[src/rtl/kamus_lsu_if.sv]
// kamus_lsu_if: req/gnt/rvalid data-memory bus between the LSU and data memory.
//   master (LSU side): drives data_req_o, data_addr_o, data_we_o, data_be_o, data_wdata_o;
//                      receives data_gnt_i, data_rvalid_i, data_rdata_i.
//   slave  (memory side): the mirror image.
interface kamus_lsu_if;
  logic        data_req_o;
  logic        data_gnt_i;
  logic [31:0] data_addr_o;
  logic        data_we_o;
  logic [3:0]  data_be_o;
  logic [31:0] data_wdata_o;
  logic        data_rvalid_i;
  logic [31:0] data_rdata_i;

  modport master (
    output data_req_o, data_addr_o, data_we_o, data_be_o, data_wdata_o,
    input  data_gnt_i, data_rvalid_i, data_rdata_i
  );

  modport slave (
    input  data_req_o, data_addr_o, data_we_o, data_be_o, data_wdata_o,
    output data_gnt_i, data_rvalid_i, data_rdata_i
  );
endinterface

[src/rtl/kamus_lsu.sv]
// kamus_lsu: MEM-stage load/store unit.
//   Accepts one record per cycle from execute (valid_i/ready_o). Memory ops
//   (LW/LH/LHU/LB/LBU/SW/SH/SB) run one req/gnt/rvalid transaction on the bus
//   interface; every other op passes through to writeback one cycle later.
//   Ports: clk_i, rst_ni (async active-low); upstream valid_i, ready_o,
//   operation_i, ex_i, store_data_i, rd_i; data bus via kamus_lsu_if.master;
//   writeback wb_valid_o, wb_we_o, wb_rd_o, wb_data_o; exception exc_o,
//   exc_cause_o, exc_addr_o.
//   Optional macro KAMUS_LSU_MISALIGN_TRAP_EN: misaligned word/halfword ops
//   raise an exception instead of being silently aligned.
module kamus_lsu (
  input  logic              clk_i,
  input  logic              rst_ni,
  input  logic              valid_i,
  output logic              ready_o,
  input  logic [5:0]        operation_i,
  input  logic [31:0]       ex_i,
  input  logic [31:0]       store_data_i,
  input  logic [4:0]        rd_i,
  kamus_lsu_if.master       bus,
  output logic              wb_valid_o,
  output logic              wb_we_o,
  output logic [4:0]        wb_rd_o,
  output logic [31:0]       wb_data_o,
  output logic              exc_o,
  output logic [3:0]        exc_cause_o,
  output logic [31:0]       exc_addr_o
);

  localparam int unsigned OP_W = 6;
  localparam int unsigned XLEN = 32;

  localparam logic [OP_W-1:0] OP_LW  = 6'd1;
  localparam logic [OP_W-1:0] OP_LH  = 6'd2;
  localparam logic [OP_W-1:0] OP_LHU = 6'd3;
  localparam logic [OP_W-1:0] OP_LB  = 6'd4;
  localparam logic [OP_W-1:0] OP_LBU = 6'd5;
  localparam logic [OP_W-1:0] OP_SW  = 6'd6;
  localparam logic [OP_W-1:0] OP_SH  = 6'd7;
  localparam logic [OP_W-1:0] OP_SB  = 6'd8;

  typedef enum logic [1:0] {
    S_IDLE = 2'd0,
    S_REQ  = 2'd1,
    S_RESP = 2'd2
  } state_t;

  state_t r_state;
  state_t w_state_nxt;

  // Latched transaction
  logic [XLEN-1:0] r_addr;
  logic [3:0]      r_be;
  logic [XLEN-1:0] r_wdata;
  logic            r_store;
  logic [OP_W-1:0] r_op;
  logic [4:0]      r_rd;

  // Writeback record
  logic            r_wb_valid;
  logic            r_wb_we;
  logic [4:0]      r_wb_rd;
  logic [XLEN-1:0] r_wb_data;

  // Decode of the incoming record
  logic            w_is_load;
  logic            w_is_store;
  logic            w_is_mem;
  logic            w_is_word;
  logic            w_is_half;
  logic [XLEN-1:0] w_addr;
  logic [3:0]      w_be;
  logic [XLEN-1:0] w_wdata;
  logic            w_accept;
  logic            w_trap;
  logic            w_start;
  logic            w_resp_done;
  logic [XLEN-1:0] w_lane;
  logic [XLEN-1:0] w_load_data;

  // Operation class decode
  always_comb begin
    w_is_load  = (operation_i == OP_LW) || (operation_i == OP_LH) ||
                 (operation_i == OP_LHU) || (operation_i == OP_LB) ||
                 (operation_i == OP_LBU);
    w_is_store = (operation_i == OP_SW) || (operation_i == OP_SH) ||
                 (operation_i == OP_SB);
    w_is_mem   = w_is_load || w_is_store;
    w_is_word  = (operation_i == OP_LW) || (operation_i == OP_SW);
    w_is_half  = (operation_i == OP_LH) || (operation_i == OP_LHU) ||
                 (operation_i == OP_SH);
  end

  // Natural alignment by size; misaligned low bits are dropped
  always_comb begin
    w_addr  = ex_i;
    w_be    = 4'(4'b0001 << ex_i[1:0]);
    w_wdata = {4{store_data_i[7:0]}};
    if (w_is_word) begin
      w_addr  = {ex_i[31:2], 2'b00};
      w_be    = 4'b1111;
      w_wdata = store_data_i;
    end else if (w_is_half) begin
      w_addr  = {ex_i[31:1], 1'b0};
      w_be    = ex_i[1] ? 4'b1100 : 4'b0011;
      w_wdata = {2{store_data_i[15:0]}};
    end
  end

  assign w_accept = valid_i && (r_state == S_IDLE);

`ifdef KAMUS_LSU_MISALIGN_TRAP_EN
  logic w_misalign;
  assign w_misalign = (w_is_word && (ex_i[1:0] != 2'b00)) ||
                      (w_is_half && ex_i[0]);
  assign w_trap     = w_accept && w_is_mem && w_misalign;
`else
  assign w_trap     = 1'b0;
`endif

  assign w_start     = w_accept && w_is_mem && !w_trap;
  assign w_resp_done = (r_state == S_RESP) && bus.data_rvalid_i;

  // State register; async reset drops the request immediately
  always_ff @(posedge clk_i or negedge rst_ni) begin
    if (!rst_ni) r_state <= S_IDLE;
    else         r_state <= w_state_nxt;
  end

  // Next-state logic
  always_comb begin
    w_state_nxt = r_state;
    case (r_state)
      S_IDLE:  if (w_start)            w_state_nxt = S_REQ;
      S_REQ:   if (bus.data_gnt_i)     w_state_nxt = S_RESP;
      S_RESP:  if (bus.data_rvalid_i)  w_state_nxt = S_IDLE;
      default:                         w_state_nxt = S_IDLE;
    endcase
  end

  // State-decoded outputs
  always_comb begin
    ready_o        = 1'b0;
    bus.data_req_o = 1'b0;
    case (r_state)
      S_IDLE:  ready_o        = 1'b1;
      S_REQ:   bus.data_req_o = 1'b1;
      default: ;
    endcase
  end

  // Transaction latch; bus fields stay stable through REQ
  always_ff @(posedge clk_i or negedge rst_ni) begin
    if (!rst_ni) begin
      r_addr  <= '0;
      r_be    <= '0;
      r_wdata <= '0;
      r_store <= 1'b0;
      r_op    <= '0;
      r_rd    <= '0;
    end else if (w_start) begin
      r_addr  <= w_addr;
      r_be    <= w_be;
      r_wdata <= w_wdata;
      r_store <= w_is_store;
      r_op    <= operation_i;
      r_rd    <= rd_i;
    end
  end

  assign bus.data_addr_o  = {r_addr[31:2], 2'b00};
  assign bus.data_we_o    = r_store;
  assign bus.data_be_o    = r_be;
  assign bus.data_wdata_o = r_wdata;

  // Load formatting: shift the addressed lane down, then extend
  assign w_lane = bus.data_rdata_i >> {r_addr[1:0], 3'b000};

  always_comb begin
    w_load_data = bus.data_rdata_i;
    case (r_op)
      OP_LB:   w_load_data = {{24{w_lane[7]}}, w_lane[7:0]};
      OP_LBU:  w_load_data = {24'd0, w_lane[7:0]};
      OP_LH:   w_load_data = {{16{w_lane[15]}}, w_lane[15:0]};
      OP_LHU:  w_load_data = {16'd0, w_lane[15:0]};
      default: w_load_data = bus.data_rdata_i;
    endcase
  end

  // Writeback record: pass-through from IDLE or completion from RESP
  always_ff @(posedge clk_i or negedge rst_ni) begin
    if (!rst_ni) begin
      r_wb_valid <= 1'b0;
      r_wb_we    <= 1'b0;
      r_wb_rd    <= '0;
      r_wb_data  <= '0;
    end else begin
      r_wb_valid <= 1'b0;
      if (w_accept && !w_is_mem) begin
        r_wb_valid <= 1'b1;
        r_wb_we    <= 1'b1;
        r_wb_rd    <= rd_i;
        r_wb_data  <= ex_i;
      end else if (w_resp_done) begin
        r_wb_valid <= 1'b1;
        r_wb_we    <= !r_store;
        r_wb_rd    <= r_rd;
        r_wb_data  <= r_store ? '0 : w_load_data;
      end
    end
  end

  assign wb_valid_o = r_wb_valid;
  assign wb_we_o    = r_wb_we;
  assign wb_rd_o    = r_wb_rd;
  assign wb_data_o  = r_wb_data;

`ifdef KAMUS_LSU_MISALIGN_TRAP_EN
  logic            r_exc;
  logic [3:0]      r_exc_cause;
  logic [XLEN-1:0] r_exc_addr;

  // One-cycle misalignment pulse; cause 4 = load, 6 = store
  always_ff @(posedge clk_i or negedge rst_ni) begin
    if (!rst_ni) begin
      r_exc       <= 1'b0;
      r_exc_cause <= '0;
      r_exc_addr  <= '0;
    end else begin
      r_exc <= w_trap;
      if (w_trap) begin
        r_exc_cause <= w_is_load ? 4'd4 : 4'd6;
        r_exc_addr  <= ex_i;
      end
    end
  end

  assign exc_o       = r_exc;
  assign exc_cause_o = r_exc_cause;
  assign exc_addr_o  = r_exc_addr;
`else
  assign exc_o       = 1'b0;
  assign exc_cause_o = 4'd0;
  assign exc_addr_o  = 32'd0;
`endif

endmodule

[src/flat_wrapper.sv]
// flat-port wrapper written by rule: the top's interface ports become plain ports
module kamus_lsu_flat 
  (clk_i, rst_ni, valid_i, ready_o, operation_i, ex_i, store_data_i, rd_i, wb_valid_o, wb_we_o, wb_rd_o, wb_data_o, exc_o, exc_cause_o, exc_addr_o, bus_data_req_o, bus_data_addr_o, bus_data_we_o, bus_data_be_o, bus_data_wdata_o, bus_data_gnt_i, bus_data_rvalid_i, bus_data_rdata_i);
  kamus_lsu_if bus_i ();
  input  logic clk_i;
  input  logic rst_ni;
  input  logic valid_i;
  output logic ready_o;
  input  logic [5:0] operation_i;
  input  logic [31:0] ex_i;
  input  logic [31:0] store_data_i;
  input  logic [4:0] rd_i;
  output logic wb_valid_o;
  output logic wb_we_o;
  output logic [4:0] wb_rd_o;
  output logic [31:0] wb_data_o;
  output logic exc_o;
  output logic [3:0] exc_cause_o;
  output logic [31:0] exc_addr_o;
  output wire logic [$bits(bus_i.data_req_o)-1:0] bus_data_req_o;
  output wire logic [$bits(bus_i.data_addr_o)-1:0] bus_data_addr_o;
  output wire logic [$bits(bus_i.data_we_o)-1:0] bus_data_we_o;
  output wire logic [$bits(bus_i.data_be_o)-1:0] bus_data_be_o;
  output wire logic [$bits(bus_i.data_wdata_o)-1:0] bus_data_wdata_o;
  input wire logic [$bits(bus_i.data_gnt_i)-1:0] bus_data_gnt_i;
  input wire logic [$bits(bus_i.data_rvalid_i)-1:0] bus_data_rvalid_i;
  input wire logic [$bits(bus_i.data_rdata_i)-1:0] bus_data_rdata_i;
  assign bus_data_req_o = bus_i.data_req_o;
  assign bus_data_addr_o = bus_i.data_addr_o;
  assign bus_data_we_o = bus_i.data_we_o;
  assign bus_data_be_o = bus_i.data_be_o;
  assign bus_data_wdata_o = bus_i.data_wdata_o;
  assign bus_i.data_gnt_i = bus_data_gnt_i;
  assign bus_i.data_rvalid_i = bus_data_rvalid_i;
  assign bus_i.data_rdata_i = bus_data_rdata_i;
  kamus_lsu u_core (.clk_i(clk_i), .rst_ni(rst_ni), .valid_i(valid_i), .ready_o(ready_o), .operation_i(operation_i), .ex_i(ex_i), .store_data_i(store_data_i), .rd_i(rd_i), .bus(bus_i), .wb_valid_o(wb_valid_o), .wb_we_o(wb_we_o), .wb_rd_o(wb_rd_o), .wb_data_o(wb_data_o), .exc_o(exc_o), .exc_cause_o(exc_cause_o), .exc_addr_o(exc_addr_o));
endmodule
[config.mk]
export PLATFORM = sky130hd
export DESIGN_NAME = kamus_lsu_flat
export DESIGN_NICKNAME = d
export VERILOG_FILES = /design/src/rtl/kamus_lsu_if.sv /design/src/rtl/kamus_lsu.sv /design/src/flat_wrapper.sv
export SDC_FILE = /design/constraint.sdc
export NUM_CORES = 1
export LEC_CHECK = 0
export BUFFER_PORTS_ARGS = -buffer_cell sky130_fd_sc_hd__buf_4
export CAP_MARGIN = 20
export CORE_MARGIN = 5
export CORE_UTILIZATION = 50
export CTS_CLUSTER_SIZE = 24
export DETAILED_ROUTE_END_ITERATION = 10
export PLACE_DENSITY = 0.82
export SLEW_MARGIN = 10
export SYNTH_ARGS = -nofsm -noshare
export SYNTH_HDL_FRONTEND = slang
export SYNTH_SLANG_ARGS = --single-unit
export TNS_END_PERCENT = 20
[constraint.sdc]
create_clock -name clk_i -period 2.7 [get_ports clk_i]
set_input_delay 0 -clock clk_i [delete_from_list [all_inputs] [get_ports clk_i]]
set_output_delay 0 -clock clk_i [all_outputs]
set_load 0.02 [all_outputs]
==> results.yml <==
clock_tree:
  cts_made_buffers: 17
  cts_tree: "yes"
  clock-sinks: 121
  post_cts_resized: 0
  clkTransAtPathRegs_ns: 0.05
  clock_path_buffers: 2
  clock_latency_ns: 0.41
  root_buffer: "clkbuf_16"
  ctsHtreeMaxLevel: 4
critical_path:
  crit_chain: "dlygate4sd3_1 > buf_4 > o31a_1 > o31ai_4 > buf_4 > nand3_1 > nand3_1 > dlygate4sd3_1"
  cp_num_buf_inv: 4
  critPathLaunchType: "input pin"
  cp-end-kind: "register"
  critPathSlowestCell: "o31ai_4"
  cp_top_family: "buffers and inverters"
  r2r-start: "u_core.r_state[1]$_DFFE_PN0P_"
  crit_start: "operation_i[2]"
  crit_path_max_incr_delay_ns: 0.68
  cp_max_fo: 15
  arrival_ns: 2.84
  required_ns: 3.04
  critical_path_class: "input pin to register"
run_status:
  status: "completed"
global_routing:
  grt_pass1_vias: 6282
  grt_pass1_wl_um: 32820
  grt_overflow: 0
  antenna_found_initial: 0
  grt_max_degree: 70
  track_usage_pct: 27.78
finish:
  final_nets: 1113
  n_antenna_cell: 0
  fin_area_mm2: 0.009529
  area_growth_pct: 46.43
  drive_above_1_share_pct: 27.61
  fill_cells: 824
  seq_area_mm2: 0.003028
  multi_input_area_mm2: 0.002885
yosys:
  netlist.area_leader.share_pct: 46.53
  ys_seq_area_share_pct: 46.53
  syn_inst: 725
  synth_flop_cell: "dfrtp_1"
  ys_async_sr_fraction_pct: 100.0
  yosys.area.top_type: "dfrtp_1"
  synth.avg_cell_area_um2: 8.976
  synth_cell_types: 57
  synth_warnings: 0
  synthTopCellsByArea: "dfrtp_1, nand2_1, buf_4, o31ai_1, mux2i_1"
  synth_most_common_cell: "nand2_1"
  synth_common_cells: "nand2_1, dfrtp_1, buf_4, nor2_1, o31ai_1"
  synth.cell_area_mm2: 0.006507
  synth-edff-count: 0
  synth_seq_cells: 121
place:
  io_buffer_count: 219
  dpl.hpwl_um: 14160
  postPlaceCellArea_mm2: 0.007950
  place.gp.congestion: 0.8906
detailed_routing:
  dr.pass1.iters: 6
  drt_wl_total_um: 21700
  ant_nets: 0
  drt-wirelength-per-cell_um: 18.30
  drt_drc_violations_left: 0
  vias: 6458
  drtIter0Drc: 539
  vias_per_cell: 5.445
die:
  die_h_um: 124.1
  die_w_um: 124.1
  die-area_mm2: 0.01540
  start_util_pct: 51.36
  coreArea_mm2: 0.01267
  boundaryPins: 259
  row_count: 41
min_path:
  hold_path.class: "input pin to register"
  min_from: "bus_data_rdata_i[15]"
timing:
  slew_viol_final: 0
  post-route-period-util_pct: 92.31
  relSlewSlack_pct: 40.83
  fmax_mhz: 401.2
  setup_violations: 0
  fin_setup_tns_ns: 0
  rsz0062_at_grt: "false"
  hold_violations: 0
  fin_skew_ns: 0.006954
  period_needed_ns: 2.492
  tightest_slew_ns: 0.8853
power_and_ir_drop:
  ir_drop_uv: 421.3
  p_per_area_mw_per_mm2: 812.7
  power_leakage_nw: 4.752
flow_run:
  maxCapViolCount: 0
[sequential cells by signal (all words and copies together) (netlist names)]
name	flops
u_core.bus.data_wdata_o	32
u_core.r_addr	32
u_core.wb_data_o	32
u_core.r_op	6
u_core.r_rd	5
u_core.wb_rd_o	5
u_core.bus.data_be_o	4
u_core.r_state	2
u_core.bus.data_we_o	1
u_core.wb_valid_o	1
u_core.wb_we_o	1
[cells in the final DEF, fill, tap and decap left out, types with 16 or more instances in the layout]
cell             n
mux2i_1         24
nand3_1         16
and2_1          19
o31ai_1         34
and3_1          18
buf_4          237
dlygate4sd3_1   96
conb_1          39
nor2_1          55
clkbuf_16       17
nand2_1        187
dfrtp_1        121
[timing repair]
item                                   in CTS  in global routing
hold buffers                               96                  0
endpoints found under the hold margin     167                  0
setup buffers                               0                  0
[area by class of cell]
type / instances / area share, %
Inverter: 3 / 0.1182
Timing Repair Buffer: 335 / 29.08
Sequential cell: 121 / 31.78
Tap cell: 172 / 2.258
Clock inverter: 7 / 1.182
Clock buffer: 25 / 5.305
Multi-Input combinational cell: 523 / 30.28
[report_power, final]
part	switching, mW	internal, mW
sequential	0.287	2.26
clock	0.793	1.57
combinational	1.60	1.23
total	2.68	5.06
[routing by layer]
metal / GRT usage, % / part of all wire (%) / vias to the layer above
met5: 0 / 0 / -
met3: 7.175 / 11 / 67
met1: 33.03 / 37 / 3028
met2: 46.62 / 49 / 421
li1: - / - / 2942
met4: 13.83 / 3.8 / 0
[worst register-to-register path, stage by stage (launching register included)]
cell and delay, ns:
dfrtp_1 0.44, or3b_2 0.55, a31oi_2 0.47, a21oi_1 0.08, a21oi_1 0.16, dlygate4sd3_1 0.55
[path summary, 6_finish.rpt]
path,to,slack (ns),cells after the start
worst max-delay path,u_core.wb_data_o[1]$_DFFE_PN0P_,0.21,8
worst min-delay path,u_core.wb_data_o[15]$_DFFE_PN0P_,0.02,3
worst max register to register,u_core.wb_data_o[0]$_DFFE_PN0P_,0.39,5
worst min register to register,u_core.bus.data_wdata_o[3]$_DFFE_PN0P_,0.47,2
max in group asynchronous,u_core.r_addr[0]$_DFFE_PN0P_,1.71,3
min in group asynchronous,u_core.r_addr[12]$_DFFE_PN0P_,0.18,2
[stage by stage]
stage	hold WS [ns]	cells	setup slack (ns)	utilization, %	power (mW)
after detailed placement	0.08562	1058	0.6240	62.74	5.219
final	0.01539	1186	0.2075	75.20	7.744
after global placement	0.08295	1057	0.4609	62.65	5.153
after global routing	0.02354	1186	0.1307	75.20	8.108
after CTS	0.0009532	1186	0.2606	75.20	7.709
after floorplan	-0.2956	763	0.9477	-	4.249
[cell families after synthesis]
| logic type | synth area share, % |
|---|---|
| AOI/OAI and AO/OA | 15.04 |
| xor gates and xnor gates | 0.1346 |
| buffers and inverters | 11.46 |
| DFF | 46.53 |
| muxes | 4.038 |
| other | 0.05763 |
| and+or+nand+nor | 22.75 |
Note: power is estimated with default switching activity, not from simulation.
